## src/rtl/playfield_arbiter.sv

```systemverilog
// playfield_arbiter: answers movement requests with commit/declined/steal, locks landed pieces and serves display reads.
// Build option: define PLAYFIELD_LINE_CLEAR_EN to detect and remove full rows after each lock.

module playfield_arbiter #(
    parameter int ROWS = 20,
    parameter int COLS = 10
) (
    input  logic       clk,
    input  logic       reset,
    input  logic       movement_request,
    input  logic       movement_intent,
    input  logic [4:0] P1blk_v,
    input  logic [4:0] P2blk_v,
    input  logic [4:0] P3blk_v,
    input  logic [4:0] P4blk_v,
    input  logic [4:0] P1blk_h,
    input  logic [4:0] P2blk_h,
    input  logic [4:0] P3blk_h,
    input  logic [4:0] P4blk_h,
    input  logic [2:0] volatile_blk_color,
    output logic       movement_commit,
    output logic       movement_declined,
    output logic       movement_steal,
    input  logic [4:0] rd_row,
    input  logic [4:0] rd_col,
    output logic [2:0] rd_color,
    output logic [7:0] lines_cleared,
    output logic       game_over,
    output logic       busy
);

    localparam int RW = (ROWS > 1) ? $clog2(ROWS) : 1;
    localparam int CW = (COLS > 1) ? $clog2(COLS) : 1;
    localparam logic [4:0] ROWS5 = 5'(ROWS);
    localparam logic [4:0] COLS5 = 5'(COLS);

    localparam logic [3:0] ST_IDLE        = 4'd0;
    localparam logic [3:0] ST_CHECK       = 4'd1;
    localparam logic [3:0] ST_RESP        = 4'd2;
    localparam logic [3:0] ST_WAIT_DROP   = 4'd3;
    localparam logic [3:0] ST_DECLINE     = 4'd4;
    localparam logic [3:0] ST_LOCK        = 4'd5;
    localparam logic [3:0] ST_STEAL       = 4'd6;
`ifdef PLAYFIELD_LINE_CLEAR_EN
    localparam logic [3:0] ST_CLEAR_SCAN  = 4'd7;
    localparam logic [3:0] ST_CLEAR_SHIFT = 4'd8;
`endif

    logic [3:0] state_q, state_d;
    logic [1:0] idx_q, idx_d;
    logic       hit_q, hit_d;
    logic       intent_q;
    logic [4:0] blk_v_q [4];
    logic [4:0] blk_h_q [4];
    logic       commit_q, commit_d;
    logic       declined_q, declined_d;
    logic       steal_q, steal_d;
    logic       game_over_q, game_over_d;
    logic [2:0] cells_q [ROWS][COLS];
    logic [2:0] rd_color_q;

    logic [4:0] cur_v, cur_h, lock_h;
    logic       cur_in_range, cur_hit, lock_we;

    // The block under idx is shared by CHECK (collision test) and LOCK (write one row above).
    assign cur_v        = blk_v_q[idx_q];
    assign cur_h        = blk_h_q[idx_q];
    assign cur_in_range = (cur_v < COLS5) && (cur_h < ROWS5);
    assign cur_hit      = !cur_in_range || (cells_q[cur_h[RW-1:0]][cur_v[CW-1:0]] != 3'd0);
    assign lock_h       = cur_h - 5'd1;
    assign lock_we      = (cur_h != 5'd0) && (lock_h < ROWS5) && (cur_v < COLS5);

`ifdef PLAYFIELD_LINE_CLEAR_EN
    logic [4:0] scan_row_q, scan_row_d;
    logic [7:0] lines_q, lines_d;
    logic       row_full;

    always_comb begin
        row_full = 1'b1;
        for (int c = 0; c < COLS; c++) begin
            if (cells_q[scan_row_q[RW-1:0]][c] == 3'd0) row_full = 1'b0;
        end
    end
`endif

    always_comb begin
        state_d     = state_q;
        idx_d       = idx_q;
        hit_d       = hit_q;
        commit_d    = 1'b0;
        declined_d  = declined_q;
        steal_d     = steal_q;
        game_over_d = game_over_q;
`ifdef PLAYFIELD_LINE_CLEAR_EN
        scan_row_d  = scan_row_q;
        lines_d     = lines_q;
`endif
        case (state_q)
            ST_IDLE: begin
                if (movement_request) begin
                    if (game_over_q) begin
                        declined_d = 1'b1;
                        state_d    = ST_DECLINE;
                    end else begin
                        idx_d   = 2'd0;
                        hit_d   = 1'b0;
                        state_d = ST_CHECK;
                    end
                end
            end
            ST_CHECK: begin
                hit_d = hit_q | cur_hit;
                idx_d = idx_q + 2'd1;
                if (idx_q == 2'd3) state_d = ST_RESP;
            end
            ST_RESP: begin
                if (!hit_q) begin
                    commit_d = 1'b1;
                    state_d  = ST_WAIT_DROP;
                end else if (intent_q) begin
                    declined_d = 1'b1;
                    state_d    = ST_DECLINE;
                end else begin
                    idx_d   = 2'd0;
                    state_d = ST_LOCK;
                end
            end
            ST_WAIT_DROP: begin
                if (!movement_request) state_d = ST_IDLE;
            end
            ST_DECLINE: begin
                if (!movement_request) begin
                    declined_d = 1'b0;
                    state_d    = ST_IDLE;
                end
            end
            ST_LOCK: begin
                if ((cur_h == 5'd0) || (lock_we && lock_h == 5'd0)) game_over_d = 1'b1;
                idx_d = idx_q + 2'd1;
                if (idx_q == 2'd3) begin
`ifdef PLAYFIELD_LINE_CLEAR_EN
                    scan_row_d = ROWS5 - 5'd1;
                    state_d    = ST_CLEAR_SCAN;
`else
                    steal_d = 1'b1;
                    state_d = ST_STEAL;
`endif
                end
            end
`ifdef PLAYFIELD_LINE_CLEAR_EN
            ST_CLEAR_SCAN: begin
                if (row_full) begin
                    state_d = ST_CLEAR_SHIFT;
                end else if (scan_row_q == 5'd0) begin
                    steal_d = 1'b1;
                    state_d = ST_STEAL;
                end else begin
                    scan_row_d = scan_row_q - 5'd1;
                end
            end
            ST_CLEAR_SHIFT: begin
                // Row index is kept so a row that shifts into place full is caught on rescan.
                if (lines_q != 8'hFF) lines_d = lines_q + 8'd1;
                state_d = ST_CLEAR_SCAN;
            end
`endif
            ST_STEAL: begin
                if (!movement_request) begin
                    steal_d = 1'b0;
                    state_d = ST_IDLE;
                end
            end
            default: state_d = ST_IDLE;
        endcase
    end

    always_ff @(posedge clk or negedge reset) begin
        if (!reset) begin
            state_q     <= ST_IDLE;
            idx_q       <= 2'd0;
            hit_q       <= 1'b0;
            commit_q    <= 1'b0;
            declined_q  <= 1'b0;
            steal_q     <= 1'b0;
            game_over_q <= 1'b0;
`ifdef PLAYFIELD_LINE_CLEAR_EN
            scan_row_q  <= 5'd0;
            lines_q     <= 8'd0;
`endif
        end else begin
            state_q     <= state_d;
            idx_q       <= idx_d;
            hit_q       <= hit_d;
            commit_q    <= commit_d;
            declined_q  <= declined_d;
            steal_q     <= steal_d;
            game_over_q <= game_over_d;
`ifdef PLAYFIELD_LINE_CLEAR_EN
            scan_row_q  <= scan_row_d;
            lines_q     <= lines_d;
`endif
        end
    end

    always_ff @(posedge clk or negedge reset) begin
        if (!reset) begin
            intent_q <= 1'b0;
            for (int i = 0; i < 4; i++) begin
                blk_v_q[i] <= 5'd0;
                blk_h_q[i] <= 5'd0;
            end
        end else if (state_q == ST_IDLE && movement_request) begin
            intent_q   <= movement_intent;
            blk_v_q[0] <= P1blk_v;
            blk_v_q[1] <= P2blk_v;
            blk_v_q[2] <= P3blk_v;
            blk_v_q[3] <= P4blk_v;
            blk_h_q[0] <= P1blk_h;
            blk_h_q[1] <= P2blk_h;
            blk_h_q[2] <= P3blk_h;
            blk_h_q[3] <= P4blk_h;
        end
    end

    always_ff @(posedge clk or negedge reset) begin
        if (!reset) begin
            for (int r = 0; r < ROWS; r++) begin
                for (int c = 0; c < COLS; c++) cells_q[r][c] <= 3'd0;
            end
        end else begin
            if (state_q == ST_LOCK && lock_we) begin
                cells_q[lock_h[RW-1:0]][cur_v[CW-1:0]] <= volatile_blk_color;
            end
`ifdef PLAYFIELD_LINE_CLEAR_EN
            if (state_q == ST_CLEAR_SHIFT) begin
                for (int r = 1; r < ROWS; r++) begin
                    if (5'(r) <= scan_row_q) begin
                        for (int c = 0; c < COLS; c++) cells_q[r][c] <= cells_q[r-1][c];
                    end
                end
                for (int c = 0; c < COLS; c++) cells_q[0][c] <= 3'd0;
            end
`endif
        end
    end

    always_ff @(posedge clk or negedge reset) begin
        if (!reset) begin
            rd_color_q <= 3'd0;
        end else if (rd_row < ROWS5 && rd_col < COLS5) begin
            rd_color_q <= cells_q[rd_row[RW-1:0]][rd_col[CW-1:0]];
        end else begin
            rd_color_q <= 3'd0;
        end
    end

    assign movement_commit   = commit_q;
    assign movement_declined = declined_q;
    assign movement_steal    = steal_q;
    assign rd_color          = rd_color_q;
    assign game_over         = game_over_q;
    assign busy              = (state_q != ST_IDLE);
`ifdef PLAYFIELD_LINE_CLEAR_EN
    assign lines_cleared     = lines_q;
`else
    assign lines_cleared     = 8'd0;
`endif

endmodule

```

## config.mk

```make
export PLATFORM = sky130hd
export DESIGN_NAME = playfield_arbiter
export DESIGN_NICKNAME = d
export VERILOG_FILES = /design/src/rtl/playfield_arbiter.sv
export SDC_FILE = /design/constraint.sdc
export NUM_CORES = 1
export LEC_CHECK = 0
export CAP_MARGIN = 20
export CORE_MARGIN = 2
export CORE_UTILIZATION = 60
export DETAILED_ROUTE_END_ITERATION = 10
export PLACE_DENSITY = 0.77
export RECOVER_POWER = 100
export SETUP_SLACK_MARGIN = 0.1
export SLEW_MARGIN = 30
export SYNTH_ARGS = -nofsm -noshare
export SYNTH_HDL_FRONTEND = slang
export SYNTH_SLANG_ARGS = --single-unit
```

## constraint.sdc

```tcl
create_clock -name clk -period 3.95 [get_ports clk]
set_clock_uncertainty 0.15 [all_clocks]
set_input_delay 0.395 -clock clk [delete_from_list [all_inputs] [get_ports clk]]
set_output_delay 0.395 -clock clk [all_outputs]
set_load 0.02 [all_outputs]
```

==> results by group <==
Run status
  • Status: finished with violations
  • Violated checks: max-capacitance violations, max-slew violations, negative setup slack

Logic synthesis
  • Avg Cell Area, Syn: 13.15 um^2
  • Predominant post-synthesis flop cell: dfrtp_1
  • Synthesized instance count: 2638
  • Yosys warning count: 0
  • Yosys reg bits: 654
  • Async set-or-reset flop fraction in the synthesized netlist: 1.000
  • Seq/Total Area, Yosys: 0.4717
  • Post-synth EDFFs: 0
  • Post-Syn Area: 34700 um^2
  • Count of different cell masters after synthesis: 72

Detailed routing
  • DRT Wirelength: 108100 um
  • Total number of vias: 24880
  • Post-DRT Antenna Nets: 0
  • Vias/cell: 6.993
  • Number of remaining DRC errors: 0
  • Pre-antenna DRT Iters: 6
  • Wire per inst: 30.38 um
  • Initial DRC Count: 2987

Floorplan
  • Die Wd: 244.5 um
  • Total die area: 59770 um^2
  • # IOs: 73
  • Core Rows: 88
  • Core ar.: 57480 um^2
  • DIE HEIGHT: 244.5 um
  • Starting Density: 0.6037

Placement
  • Placement Setup Slack: -73.65 ps
  • Dpl hpwl: 74440 um
  • Cell Area, Placed: 37060 um^2
  • Port bufs: 64
  • # placed instances: 3429
  • Gp weighted congestion: 1.003

Cells and area
  • Nets: 2802
  • Most common cell after layout, fill and taps aside: dfrtp_1
  • Fillers: 3989
  • Share of cells above drive strength 1: 0.4025
  • Fin util: 0.6837
  • Final Cell Area: 39300 um^2
  • Fin cells: 3558
  • Layout area overhead: 13.25%
  • Most frequent cells in the layout: dfrtp_1 (653), mux2_2 (621), nand2_1 (252), mux4_2 (204), nor2_1 (123)

STA
  • Final WS setup: -25.38 ps
  • Final period util: 1.006
  • Endpoints failing hold: 0
  • Min Hold Slack: 236.0 ps
  • Final worst path period need: 3975 ps
  • Max Freq: 251.5 MHz
  • Final setup TNS: -25.38 ps
  • Final setup violation count: 1
  • Slew headroom: -0.9860
  • Max Slew Vio Count: 99
  • Worst-margin pin slew: 2979 ps
  • RSZ-0062 raised after global routing: true

Critical path
  • CP Launch Type: register
  • Top cell by count, worst path: buf_4
  • Crit-path max FO: 13
  • Endpoint type of the worst setup path: register
  • Crit path cell chain: buf_12 -> mux4_2 -> buf_4 -> nor2_1 -> buf_4 -> nand2_1 -> clkbuf_2 -> a21oi_1 -> a311o_1 -> a211oi_2 -> a41o_1 -> o31ai_1
  • WP data required: 4310 ps
  • Critical Path AT: 4340 ps
  • Critical path class: reg -> reg
  • Slowest stage cell, crit path: mux4_2
  • Count of buffer and inverter cells on the critical path: 4
  • Top delay family on crit path: compound AO/OA/AOI/OAI gates
  • Slowest Stage Delay on Critical Path: 620 ps

GRT
  • Number of global-route vias before repair: 25890
  • GRT Residual Overflow: 0
  • Initial antenna violation count: 7
  • Largest net degree at the start of global routing: 104
  • Total GRT Usage: 0.3703
  • First-pass GRT wire length: 164700 um

Clocking
  • Num CTS Buffers: 71
  • Clock Path Buffers: 3
  • H-tree levels: 3
  • CTS tree: yes
  • Clk_lat worst skew: 620 ps
  • CTS Sinks: 654
  • Clock slew at reported path FFs: 70 ps
  • Root Driver: clkbuf_16

Flow run
  • Max-Cap Viols: 1

Power
  • Peak VDD IR: 0.4267 mV
  • Total chip power: 25.78 mW
  • P_leak: 16.35 nW
  • Pwr dens: 656.1 nW/um^2

Hold path
  • Hold Path Class: in -> reg
[what timing repair did]
item	in CTS	in global routing
pin swaps	0	3
buffers inserted	3	3
hold buffers	1	0
setup endpoints to repair	1	68
cloned	0	0
hold endpoints to repair	92	0
gates resized for setup	3	24
[cells in the mapped netlist, types with 14 or more instances]
library cell,count,share of area
o311ai_0,21,0.0053
o21ai_0,21,0.0030
mux2_2,627,0.20
mux2i_1,117,0.034
nand2_1,250,0.027
or3_1,19,0.0034
a21oi_1,37,0.0053
a21o_1,14,0.0030
a211oi_1,35,0.0076
buf_1,29,0.0031
mux4_2,205,0.13
nor3_1,51,0.0074
nand3_1,14,0.0020
mux2_1,25,0.0081
dfrtp_1,654,0.47
clkbuf_1,133,0.014
o211ai_1,16,0.0035
nor2b_1,23,0.0041
nor4_1,36,0.0065
nor2_2,15,0.0027
buf_2,32,0.0046
nor2_1,110,0.012
[logic make-up (layout without fill, tap and decap cells)]
kind of cell / Yosys count / count (layout) / synth area share
mux: 974 / 974 / 0.3784
flops: 654 / 654 / 0.4717
simple gates: 569 / 569 / 0.07612
compound gates: 228 / 228 / 0.04785
buf+inv: 211 / 356 / 0.02549
fa+ha+maj: 1 / 1 / 0.0003605
other cells: 1 / 11 / 0.0001081
[registers in the layout, summed over array words and instances (netlist names)]
register and flops:
movement_steal 1, movement_declined 1, cells_q 600, game_over 1
intent_q 1, blk_h_q 20, movement_commit 1, idx_q 2
rd_color 3, blk_v_q 20, hit_q 1, state_q 3
[report_power, final]
part	internal, mW	total [mW]	switching [mW]
Sequential	7.22	7.64	0.418
Clock	3.96	6.67	2.71
Combinational	4.29	11.5	7.18
Total	15.5	25.8	10.3
[worst paths after layout]
path | start | endpoint | slack (ps) | cells past startpoint
setup / recovery | idx_q[0]$_DFFE_PN0P_ | hit_q$_DFFE_PN0P_ | -30 | 12
hold / removal | P1blk_v[3] | blk_v_q[18]$_DFFE_PN0P_ | 240 | 2
setup reg to reg | idx_q[0]$_DFFE_PN0P_ | hit_q$_DFFE_PN0P_ | -30 | 12
hold reg to reg | blk_v_q[3]$_DFFE_PN0P_ | blk_v_q[3]$_DFFE_PN0P_ | 350 | 1
max in group asynchronous | reset | cells_q[462]$_DFFE_PN0P_ | 510 | 3
min in group asynchronous | reset | cells_q[70]$_DFFE_PN0P_ | 1090 | 2
[final cells by class]
class	instances	area (um^2)	area share
multi-input cells	1780	17510	0.4457
flip-flops and latches	654	16370	0.4165
repair buffers	231	2132	0.05426
clock buffers	97	2027	0.05158
well taps	765	957.2	0.02436
clock inverters	22	269.0	0.006846
inverters	6	22.52	0.0005731
diodes	3	7.507	0.0001910
[layer usage]
layer / part of all wire / routed length (um) / GRT usage
met5: 0.00064 / 69 / 0
met4: 0.051 / 5540 / 0.1806
met3: 0.12 / 12980 / 0.1185
met2: 0.45 / 48530 / 0.5469
met1: 0.38 / 40970 / 0.4988
No activity file was read; power rests on OpenSTA's default activity.
